## config.mk

```make
export PLATFORM = sky130hd
export DESIGN_NAME = cz_intersect_engine
export DESIGN_NICKNAME = d
export VERILOG_FILES = /design/src/rtl/cz_intersect_engine.sv
export SDC_FILE = /design/constraint.sdc
export NUM_CORES = 2
export LEC_CHECK = 0
export ABC_AREA = 0
export CAP_MARGIN = 20
export CORE_ASPECT_RATIO = 1.25
export CORE_MARGIN = 10
export CORE_UTILIZATION = 47
export DETAILED_ROUTE_END_ITERATION = 8
export PLACE_DENSITY = 0.76
export SLEW_MARGIN = 20
export SYNTH_ARGS = -nofsm -noshare
export SYNTH_HDL_FRONTEND = slang
export SYNTH_SLANG_ARGS = --single-unit
```

## constraint.sdc

```tcl
create_clock -name clk_i -period 20.1 [get_ports clk_i]
set_clock_uncertainty 0.15 [all_clocks]
set_input_delay 4.02 -clock clk_i [delete_from_list [all_inputs] [get_ports clk_i]]
set_output_delay 4.02 -clock clk_i [all_outputs]
set_load 0.005 [all_outputs]
```

## src/rtl/cz_intersect_engine.sv

```systemverilog
// rtl/cz_intersect_engine.sv - sequential constrained-zonotope generalized-intersection row engine
//
// Computes the new constraint rows of Z intersect_R Y one element at a time
// through a single MAC:
//   OUT.A[znc+ync+i][j]       = sum_k R[i][k] * Z.G[k][j]     (GEN)
//   OUT.A[znc+ync+i][zng+j]   = -Y.G[i][j]                    (NEG)
//   OUT.b[znc+ync+i]          = Y.c[i] - sum_k R[i][k] * Z.c[k] (CONST)
//
// Ports:
//   clk_i, rst_i                 clock, synchronous active-high reset
//   start_i                      launch (sampled in IDLE only)
//   n_i .. yn_i                  operand dimensions, latched at start
//   busy_o, done_o, err_o        status; err_o is valid with done_o
//   out_ng_o, out_nc_o           generator / constraint counts of OUT
//   ra_*                         R read port (data one cycle after request)
//   rb_*                         operand read port: sel 0=Z.G 1=Z.c 2=Y.G 3=Y.c
//   wr_*                         OUT write port: sel 0=OUT.A 1=OUT.b
//
// Build option: CZ_INTERSECT_SAT_EN selects saturating arithmetic; when it is
// not defined every operation wraps modulo 2^DATA_WIDTH.

module cz_intersect_engine #(
    parameter int NMAX       = 512,
    parameter int NGMAX      = 512,
    parameter int NCMAX      = 512,
    parameter int NRMAX      = 512,
    parameter int DATA_WIDTH = 32,
    parameter int FRAC_BITS  = 16
) (
    input  logic                       clk_i,
    input  logic                       rst_i,
    input  logic                       start_i,
    input  logic [$clog2(NMAX):0]      n_i,
    input  logic [$clog2(NGMAX):0]     zng_i,
    input  logic [$clog2(NGMAX):0]     yng_i,
    input  logic [$clog2(NCMAX):0]     znc_i,
    input  logic [$clog2(NCMAX):0]     ync_i,
    input  logic [$clog2(NRMAX):0]     nr_i,
    input  logic [$clog2(NMAX):0]      yn_i,
    output logic                       busy_o,
    output logic                       done_o,
    output logic                       err_o,
    output logic [$clog2(NGMAX)+1:0]   out_ng_o,
    output logic [$clog2(NCMAX)+1:0]   out_nc_o,
    output logic                       ra_en_o,
    output logic [$clog2(NRMAX)-1:0]   ra_row_o,
    output logic [$clog2(NMAX)-1:0]    ra_col_o,
    input  logic [DATA_WIDTH-1:0]      ra_data_i,
    output logic                       rb_en_o,
    output logic [1:0]                 rb_sel_o,
    output logic [$clog2(NMAX)-1:0]    rb_row_o,
    output logic [$clog2(NGMAX)-1:0]   rb_col_o,
    input  logic [DATA_WIDTH-1:0]      rb_data_i,
    output logic                       wr_en_o,
    output logic                       wr_sel_o,
    output logic [$clog2(NCMAX)+1:0]   wr_row_o,
    output logic [$clog2(NGMAX):0]     wr_col_o,
    output logic [DATA_WIDTH-1:0]      wr_data_o
);

    localparam int W   = DATA_WIDTH;
    localparam int AN  = $clog2(NMAX);
    localparam int AG  = $clog2(NGMAX);
    localparam int AR  = $clog2(NRMAX);
    localparam int NW  = AN + 1;
    localparam int GW  = AG + 1;
    localparam int CW  = $clog2(NCMAX) + 1;
    localparam int RW  = AR + 1;
    localparam int OCW = CW + 1;
    localparam int OGW = GW + 1;

    localparam logic [W-1:0] MAX_V = {1'b0, {(W-1){1'b1}}};
    localparam logic [W-1:0] MIN_V = {1'b1, {(W-1){1'b0}}};

    localparam logic [1:0] SEL_ZG = 2'd0;
    localparam logic [1:0] SEL_ZC = 2'd1;
    localparam logic [1:0] SEL_YG = 2'd2;
    localparam logic [1:0] SEL_YC = 2'd3;

    typedef enum logic [2:0] {IDLE, GEN, NEG, CONST, DONE, ERR} state_t;

    state_t          state_q, state_d;
    logic [NW-1:0]   n_q;
    logic [GW-1:0]   zng_q, yng_q;
    logic [RW-1:0]   nr_q;
    logic [OCW-1:0]  row_base_q;
    logic [OGW-1:0]  out_ng_q;
    logic [OCW-1:0]  out_nc_q;
    logic [RW-1:0]   i_q;
    logic [GW-1:0]   j_q;
    logic [NW-1:0]   ph_q;
    logic [W-1:0]    acc_q;

    logic            dims_bad;
    logic            elem_end;
    logic            j_last;
    logic            row_last;
    logic [OCW-1:0]  wr_row;
    logic [W-1:0]    prod_w;

    // Add or subtract (a - b when sub) at element width, saturating or wrapping.
    function automatic logic [W-1:0] addsub(input logic [W-1:0] a, input logic [W-1:0] b,
                                            input logic sub);
`ifdef CZ_INTERSECT_SAT_EN
        logic [W:0] s;
        s = sub ? ({a[W-1], a} - {b[W-1], b}) : ({a[W-1], a} + {b[W-1], b});
        if (s[W] != s[W-1]) return s[W] ? MIN_V : MAX_V;
        return s[W-1:0];
`else
        return sub ? (a - b) : (a + b);
`endif
    endfunction

    // Q-format product: full-width multiply, arithmetic shift, then narrow.
    logic signed [2*W-1:0] prod_full;
    logic signed [2*W-1:0] prod_sh;
    assign prod_full = $signed(ra_data_i) * $signed(rb_data_i);
    assign prod_sh   = prod_full >>> FRAC_BITS;

`ifdef CZ_INTERSECT_SAT_EN
    localparam logic signed [2*W-1:0] PMAX = {{(W+1){1'b0}}, {(W-1){1'b1}}};
    localparam logic signed [2*W-1:0] PMIN = {{(W+1){1'b1}}, {(W-1){1'b0}}};
    always_comb begin
        if (prod_sh > PMAX)      prod_w = MAX_V;
        else if (prod_sh < PMIN) prod_w = MIN_V;
        else                     prod_w = prod_sh[W-1:0];
    end
`else
    logic unused_prod_hi;
    assign prod_w         = prod_sh[W-1:0];
    assign unused_prod_hi = ^prod_sh[2*W-1:W];
`endif

    assign dims_bad = (32'(yn_i) != 32'(nr_i)) || (nr_i == '0) || (n_i == '0)
                   || (32'(n_i) > NMAX)    || (32'(yn_i) > NMAX)
                   || (32'(zng_i) > NGMAX) || (32'(yng_i) > NGMAX)
                   || (32'(znc_i) > NCMAX) || (32'(ync_i) > NCMAX)
                   || (32'(nr_i) > NRMAX);

    assign wr_row = row_base_q + OCW'(i_q);

    // Element boundary and loop-exit flags for the current state.
    always_comb begin
        elem_end = 1'b0;
        j_last   = 1'b0;
        row_last = (32'(i_q) + 1) >= 32'(nr_q);
        case (state_q)
            GEN: begin
                elem_end = (ph_q == n_q + NW'(1));
                j_last   = (j_q + GW'(1) == zng_q);
            end
            CONST: elem_end = (ph_q == n_q + NW'(1));
            NEG: begin
                elem_end = (ph_q == NW'(1));
                j_last   = (j_q + GW'(1) == yng_q);
            end
            default: ;
        endcase
    end

    always_comb begin
        state_d = state_q;
        case (state_q)
            IDLE: begin
                if (start_i) begin
                    if (dims_bad)            state_d = ERR;
                    else if (zng_i != '0)    state_d = GEN;
                    else if (yng_i != '0)    state_d = NEG;
                    else                     state_d = CONST;
                end
            end
            GEN:   if (elem_end && j_last) state_d = (yng_q != '0) ? NEG : CONST;
            NEG:   if (elem_end && j_last) state_d = CONST;
            CONST: begin
                if (elem_end) begin
                    if (row_last)            state_d = DONE;
                    else if (zng_q != '0)    state_d = GEN;
                    else if (yng_q != '0)    state_d = NEG;
                    else                     state_d = CONST;
                end
            end
            DONE:    state_d = IDLE;
            ERR:     state_d = IDLE;
            default: state_d = IDLE;
        endcase
    end

    always_ff @(posedge clk_i) begin
        if (rst_i) begin
            state_q <= IDLE;
        end else begin
            state_q <= state_d;
        end
    end

    always_ff @(posedge clk_i) begin
        if (rst_i) begin
            n_q        <= '0;
            zng_q      <= '0;
            yng_q      <= '0;
            nr_q       <= '0;
            row_base_q <= '0;
            out_ng_q   <= '0;
            out_nc_q   <= '0;
            i_q        <= '0;
            j_q        <= '0;
            ph_q       <= '0;
            acc_q      <= '0;
        end else begin
            case (state_q)
                IDLE: begin
                    if (start_i && !dims_bad) begin
                        n_q        <= n_i;
                        zng_q      <= zng_i;
                        yng_q      <= yng_i;
                        nr_q       <= nr_i;
                        row_base_q <= OCW'(znc_i) + OCW'(ync_i);
                        out_ng_q   <= OGW'(zng_i) + OGW'(yng_i);
                        out_nc_q   <= OCW'(znc_i) + OCW'(ync_i) + OCW'(nr_i);
                        i_q        <= '0;
                        j_q        <= '0;
                        ph_q       <= '0;
                    end
                end
                GEN, NEG, CONST: begin
                    if (elem_end) begin
                        ph_q <= '0;
                        // Column index restarts whenever the loop kind changes.
                        if (state_d != state_q || state_q == CONST) j_q <= '0;
                        else                                         j_q <= j_q + GW'(1);
                        if (state_q == CONST) i_q <= i_q + RW'(1);
                    end else begin
                        ph_q <= ph_q + NW'(1);
                    end
                    // Dot product: clear in d0, accumulate returning data in d1..dn.
                    if (state_q != NEG) begin
                        if (ph_q == '0)        acc_q <= '0;
                        else if (ph_q <= n_q)  acc_q <= addsub(acc_q, prod_w, 1'b0);
                    end
                end
                default: ;
            endcase
        end
    end

    always_comb begin
        busy_o    = 1'b0;
        done_o    = 1'b0;
        err_o     = 1'b0;
        out_ng_o  = '0;
        out_nc_o  = '0;
        ra_en_o   = 1'b0;
        ra_row_o  = '0;
        ra_col_o  = '0;
        rb_en_o   = 1'b0;
        rb_sel_o  = SEL_ZG;
        rb_row_o  = '0;
        rb_col_o  = '0;
        wr_en_o   = 1'b0;
        wr_sel_o  = 1'b0;
        wr_row_o  = '0;
        wr_col_o  = '0;
        wr_data_o = '0;
        case (state_q)
            GEN, CONST: begin
                busy_o = 1'b1;
                if (ph_q < n_q) begin
                    ra_en_o  = 1'b1;
                    ra_row_o = AR'(i_q);
                    ra_col_o = AN'(ph_q);
                    rb_en_o  = 1'b1;
                    rb_sel_o = (state_q == GEN) ? SEL_ZG : SEL_ZC;
                    rb_row_o = AN'(ph_q);
                    rb_col_o = (state_q == GEN) ? AG'(j_q) : '0;
                end else if (state_q == CONST && ph_q == n_q) begin
                    // Y.c[i] arrives in the write cycle, alongside the finished acc.
                    rb_en_o  = 1'b1;
                    rb_sel_o = SEL_YC;
                    rb_row_o = AN'(i_q);
                end
                if (elem_end) begin
                    wr_en_o  = 1'b1;
                    wr_row_o = wr_row;
                    if (state_q == GEN) begin
                        wr_col_o  = j_q;
                        wr_data_o = acc_q;
                    end else begin
                        wr_sel_o  = 1'b1;
                        wr_data_o = addsub(rb_data_i, acc_q, 1'b1);
                    end
                end
            end
            NEG: begin
                busy_o = 1'b1;
                if (ph_q == '0) begin
                    rb_en_o  = 1'b1;
                    rb_sel_o = SEL_YG;
                    rb_row_o = AN'(i_q);
                    rb_col_o = AG'(j_q);
                end else begin
                    wr_en_o   = 1'b1;
                    wr_row_o  = wr_row;
                    wr_col_o  = zng_q + j_q;
                    wr_data_o = addsub('0, rb_data_i, 1'b1);
                end
            end
            DONE: done_o = 1'b1;
            ERR: begin
                done_o = 1'b1;
                err_o  = 1'b1;
            end
            default: ;
        endcase
        if (busy_o || state_q == DONE) begin
            out_ng_o = out_ng_q;
            out_nc_o = out_nc_q;
        end
    end

endmodule

```

**After elaboration in Yosys (flattened, before gate mapping)**

Cells that the tools add are included.

- Add/sub/neg operators: 13
- $mul: 1
- Magnitude comparators: 10
- Equality and inequality tests: 16
- Multiplexer cells: 69
- Reductions and logical operators: 33

Operator list:

| kind | number |
|---|---|
| $mux 32 | 5 |
| $mux 10 | 9 |
| $mux 9 | 10 |
| $pmux 10 s2 | 4 |
| $gt 10x10->1 const B | 7 |
| $pmux 32 s2 | 1 |
| $mul 32x32->48 | 1 |
| $mux 11 | 4 |
| $add 10x1->10 const B | 4 |
| $eq 10x10->1 | 4 |
| $reduce_bool 10->1 | 4 |
| $pmux 9 s2 | 2 |
| $add 32x32->32 | 1 |
| $sub 1x32->32 const A | 1 |
| $sub 32x32->32 | 1 |
| $logic_not 10->1 | 3 |
| $add 10x10->11 | 2 |
| $add 11x10->11 | 2 |
| $pmux 11 s2 | 1 |
| $mux 3 | 6 |
| $mux 1 | 16 |
| $pmux 3 s4 | 1 |
| $add 10x1->11 const B | 1 |
| $ge 11x10->1 | 1 |
| other kinds (25) | 51 |

- Flip-flop bits (word level): 138
- Input port bits: 137
- Output and inout bits: 120
- Word-level logic and storage cells: 154

**Depth between registers and ports, before layout**

- Depth after elaboration: 18
- Mapped depth: 42
- Depth with buffers taken out: 40

**Worst setup path before layout**

OpenSTA, ideal clock, no wires.

- Path kind: in2reg
- Start point: in rb_data_i[5]
- End point: reg acc_q[30]
- Setup time: 0.128 ns
- Arrival time: 13.118 ns
- Required time: 19.822 ns
- Path slack: 6.704 ns
- Stages: 38
- Buffers on the path: 2
- Cell sequence: clkbuf_1 -> clkbuf_1 -> and2_1 -> fa_1 -> fa_1 -> fa_1 -> inv_1 -> fa_1 -> inv_1 -> fa_1 -> inv_1 -> fa_1 -> inv_1 -> fa_1 -> fa_1 -> ha_1 -> a21o_1 -> a21o_1 -> [2 not listed] -> o21ai_1 -> a221o_1 -> a21oi_2 -> o21bai_1 -> xor2_1 -> ha_1 -> o21a_1 -> o21a_1 -> a221oi_1 -> o21ai_1 -> a2111oi_0 -> a21oi_1 -> a211oi_1 -> o21bai_1 -> a21o_1 -> xor2_1 -> a22oi_1 -> nor2_1

- Longest elaborated chain between the ends: 4

Ends and longest elaborated chain:

| what | RTL line | source |
|---|---|---|
| from (decl) | 53 | `input logic [DATA_WIDTH-1:0] rb_data_i,` |
| $mul 32x32->48 | 117 | `assign prod_full = $signed(ra_data_i) * $signed(rb_data_i);` |
| $add 32x32->32 | 110 | `return sub ? (a - b) : (a + b);` |
| $mux 32 | 238 | `else if (ph_q <= n_q) acc_q <= addsub(acc_q, prod_w, 1'b0);` |
| $mux 32 | 237 | `if (ph_q == '0) acc_q <= '0;` |
| to (signal assigned) | 238 |  |
| to (decl) | 92 | `logic [W-1:0] acc_q;` |

Every way passes these cells. The select of a mux whose other input is x is not followed.
A chain may end at the register's enable or synchronous reset.

**Worst setup path after layout**

Same ends and word-level chain as after synthesis.

==> results.sh <==
export IMPL_status="complete, no violations"
export IMPL_drtPass1Iterations=5
export IMPL_nets=6258
export IMPL_slowest_delay_ns=0.58
export IMPL_grt_max_degree=75
export IMPL_grt_pass1_vias=36500
export IMPL_cts_root_buf="clkbuf_16"
export IMPL_synth_main_ff_cell="dfxtp_1"
export IMPL_ys_ff_latch=138
export IMPL_core_area_um2=88380
export IMPL_initial_core_util_pct=47.31
export IMPL_relSlewSlack_pct=27.18
export IMPL_clk_path_buf_depth=2
export IMPL_clock_sinks=138
export IMPL_postSynth_asyncResetShare_pct=0
export IMPL_finalHoldViolations=0
export IMPL_required_ns=20.26
export IMPL_place_hpwl_mm=94.33
export IMPL_grt_ovfl_total=0
export IMPL_layout_commonest_cell="inv_1"
export IMPL_final_cells=6165
export IMPL_maxCapViolCount=0
export IMPL_synthTopCellsByArea="fa_1 (40%), ha_1 (9.0%), and2_1 (8.4%), inv_1 (8.0%), dfxtp_1 (6.6%)"
export IMPL_seq_area_frac_synth_pct=6.607
export IMPL_critical_path_buf_inv_count=6
export IMPL_crit_top_cell="fa_1"
export IMPL_netlist_area_um2=41820
export IMPL_io_pins=257
export IMPL_drcViolationCount=0
export IMPL_cts_tree="done"
export IMPL_cp_slowest_cell="fa_1"
export IMPL_synth_largest_area_cell="fa_1"
export IMPL_timing_final_crit_share_pct=71.32
export IMPL_startpoint_type="input pin"
export IMPL_area_delta_synth_final_pct=9.814
export IMPL_worstPathArrival_ns=14.50
export IMPL_yosysWarnings=0
export IMPL_viasPerCell=5.502
export IMPL_clkTransAtPathRegs_ns=0.07
export IMPL_vias=33920
export IMPL_grt_util_all_layers_pct=24.10
export IMPL_wire_per_inst_um=19.55
export IMPL_clk_latency_ns=0.45
export IMPL_io_buffers=256
export IMPL_dieArea_um2=101400
export IMPL_layout_cells_most_common_list="inv_1 (887), fa_1 (845), nand2_1 (622), and2_1 (561), ha_1 (301)"
export IMPL_setup_worst_path_end_class="flop"
export IMPL_antenna_found_initial=1
export IMPL_tightest_slew_ns=1.089
export IMPL_place_congestion=0.9548
export IMPL_syn_area_per_cell_um2=8.535
export IMPL_synth_top_area_share_pct=40.45
export IMPL_ant_nets=0
export IMPL_netlist_instances=4899
export IMPL_numCtsBuffers=17
export IMPL_drt_wl_total_mm=120.6
export IMPL_worstHoldPathType="reg -> reg"
export IMPL_cts_resized=0
export IMPL_die_y_um=353.5
export IMPL_rsz0062_at_grt="false"
export IMPL_dp_cells=6134
export IMPL_post_route_min_period_ns=14.34
export IMPL_path_max_fanout=38
export IMPL_grt_pass1_wl_mm=196.2
export IMPL_synth_edf_count=0
export IMPL_finalSetupViolCount=0
export IMPL_row_count=122
export IMPL_drv_slew=0
export IMPL_cts_max_level=4
export IMPL_max_freq_mhz=69.76
export IMPL_synth_distinct_cells=77
export IMPL_finish_instance_area_um2=45920
export IMPL_crit_family="adder cells"
export IMPL_hold_buffers=0
export IMPL_ff2ff_setup_slack_ns=15.85
export IMPL_worst_hold_slack_ns=0.3025
export IMPL_die_width_um=286.8
export IMPL_synth_nets=6182
export IMPL_drt_iter0_markers=2052
export IMPL_cts_setup_buffers=0
export IMPL_setup_tns_final_ns=0
export IMPL_n_fill_cell=8086
export IMPL_n_antenna_cell=0
export IMPL_path_class="in -> reg"
export IMPL_dpl_instance_area_um2=45330
export IMPL_post_route_cells_drive_above_1_share_pct=2.507
-- synthesized netlist by cell type (4+ instances only) --
master and instances:
a211oi_1 18, a21o_1 55, a21oi_1 235, a221oi_1 4
a22o_1 4, a22oi_1 10, a31oi_1 11, and2_1 561
and3_1 25, and4_1 4, buf_1 6, clkbuf_1 254
dfxtp_1 138, fa_1 845, ha_1 301, inv_1 887
mux2i_1 15, nand2_1 622, nand2b_1 30, nand3_1 64
nand3b_1 8, nand4_1 17, nor2_1 162, nor2b_1 30
nor3_1 39, nor3b_1 10, nor4_1 23, o21a_1 22
o21ai_0 67, o21ai_1 28, o21bai_1 33, o221ai_1 4
o22ai_1 25, o32ai_1 8, or3_1 13, or4_1 6
xnor2_1 171, xor2_1 75
-- registers in the layout, summed over array words and instances (netlist names), 10 cells and up --
name / flops
acc_q: 32
i_q: 10
j_q: 10
n_q: 10
nr_q: 10
out_nc_q: 11
out_ng_q: 11
ph_q: 10
row_base_q: 11
yng_q: 10
zng_q: 10
-- logic make-up (layout without fill, tap and decap cells) --
group / Yosys count / after routing / synth area share, %
AO/OA/AOI/OAI: 571 / 571 / 8.459
XOR/XNOR: 246 / 246 / 5.153
adder cells (fa/ha/maj): 1146 / 1146 / 49.46
buffers and inverters: 1155 / 1243 / 10.40
flip-flops: 138 / 138 / 6.607
multiplexers: 16 / 16 / 0.4129
AND/OR/NAND/NOR: 1627 / 1627 / 19.51
-- final timing paths --
path / from / to / cells after the start
hold / removal: nr_q[3] / nr_q[3] / 2
hold reg to reg: nr_q[3] / nr_q[3] / 2
setup reg to reg: state_q[1] / j_q[5] / 11
setup / recovery: rb_data_i[5] / acc_q[30] / 38
-- through the flow --
stage	util, %	setup WS, ns
after floorplan	-	6.704
after global placement	51.29	5.532
after detailed placement	51.29	5.463
after CTS	51.94	5.806
after global routing	51.96	5.130
final	51.96	5.765
-- worst min-delay path, stage by stage, from the launching register on --
cell	delay [ns]
dfxtp_1	0.31
nand2_1	0.05
a21oi_1	0.05
-- metal layers --
layer  up-vias  track usage (%)  part of all wire [%]
met5         -                0                 0.012
met4         2            10.32                   4.6
met3       348            4.442                   7.3
met2      1260            42.63                    50
met1     17210            28.16                    38
li1      15100                -                     -
-- final cells by class --
| cell class | count | area (µm²) | area share [%] |
|---|---|---|---|
| clock buffer | 17 | 425.4 | 0.9264 |
| clock inverter | 14 | 151.4 | 0.3297 |
| inverter | 890 | 3341 | 7.275 |
| multi-input combinational | 3606 | 34730 | 75.64 |
| sequential | 138 | 2763 | 6.016 |
| tap | 1178 | 1474 | 3.210 |
| timing repair buffer | 322 | 3030 | 6.599 |
Power is left out: the tool's default activity adds up to more than one toggle a clock period on the data nets, which glitch-free logic cannot reach.
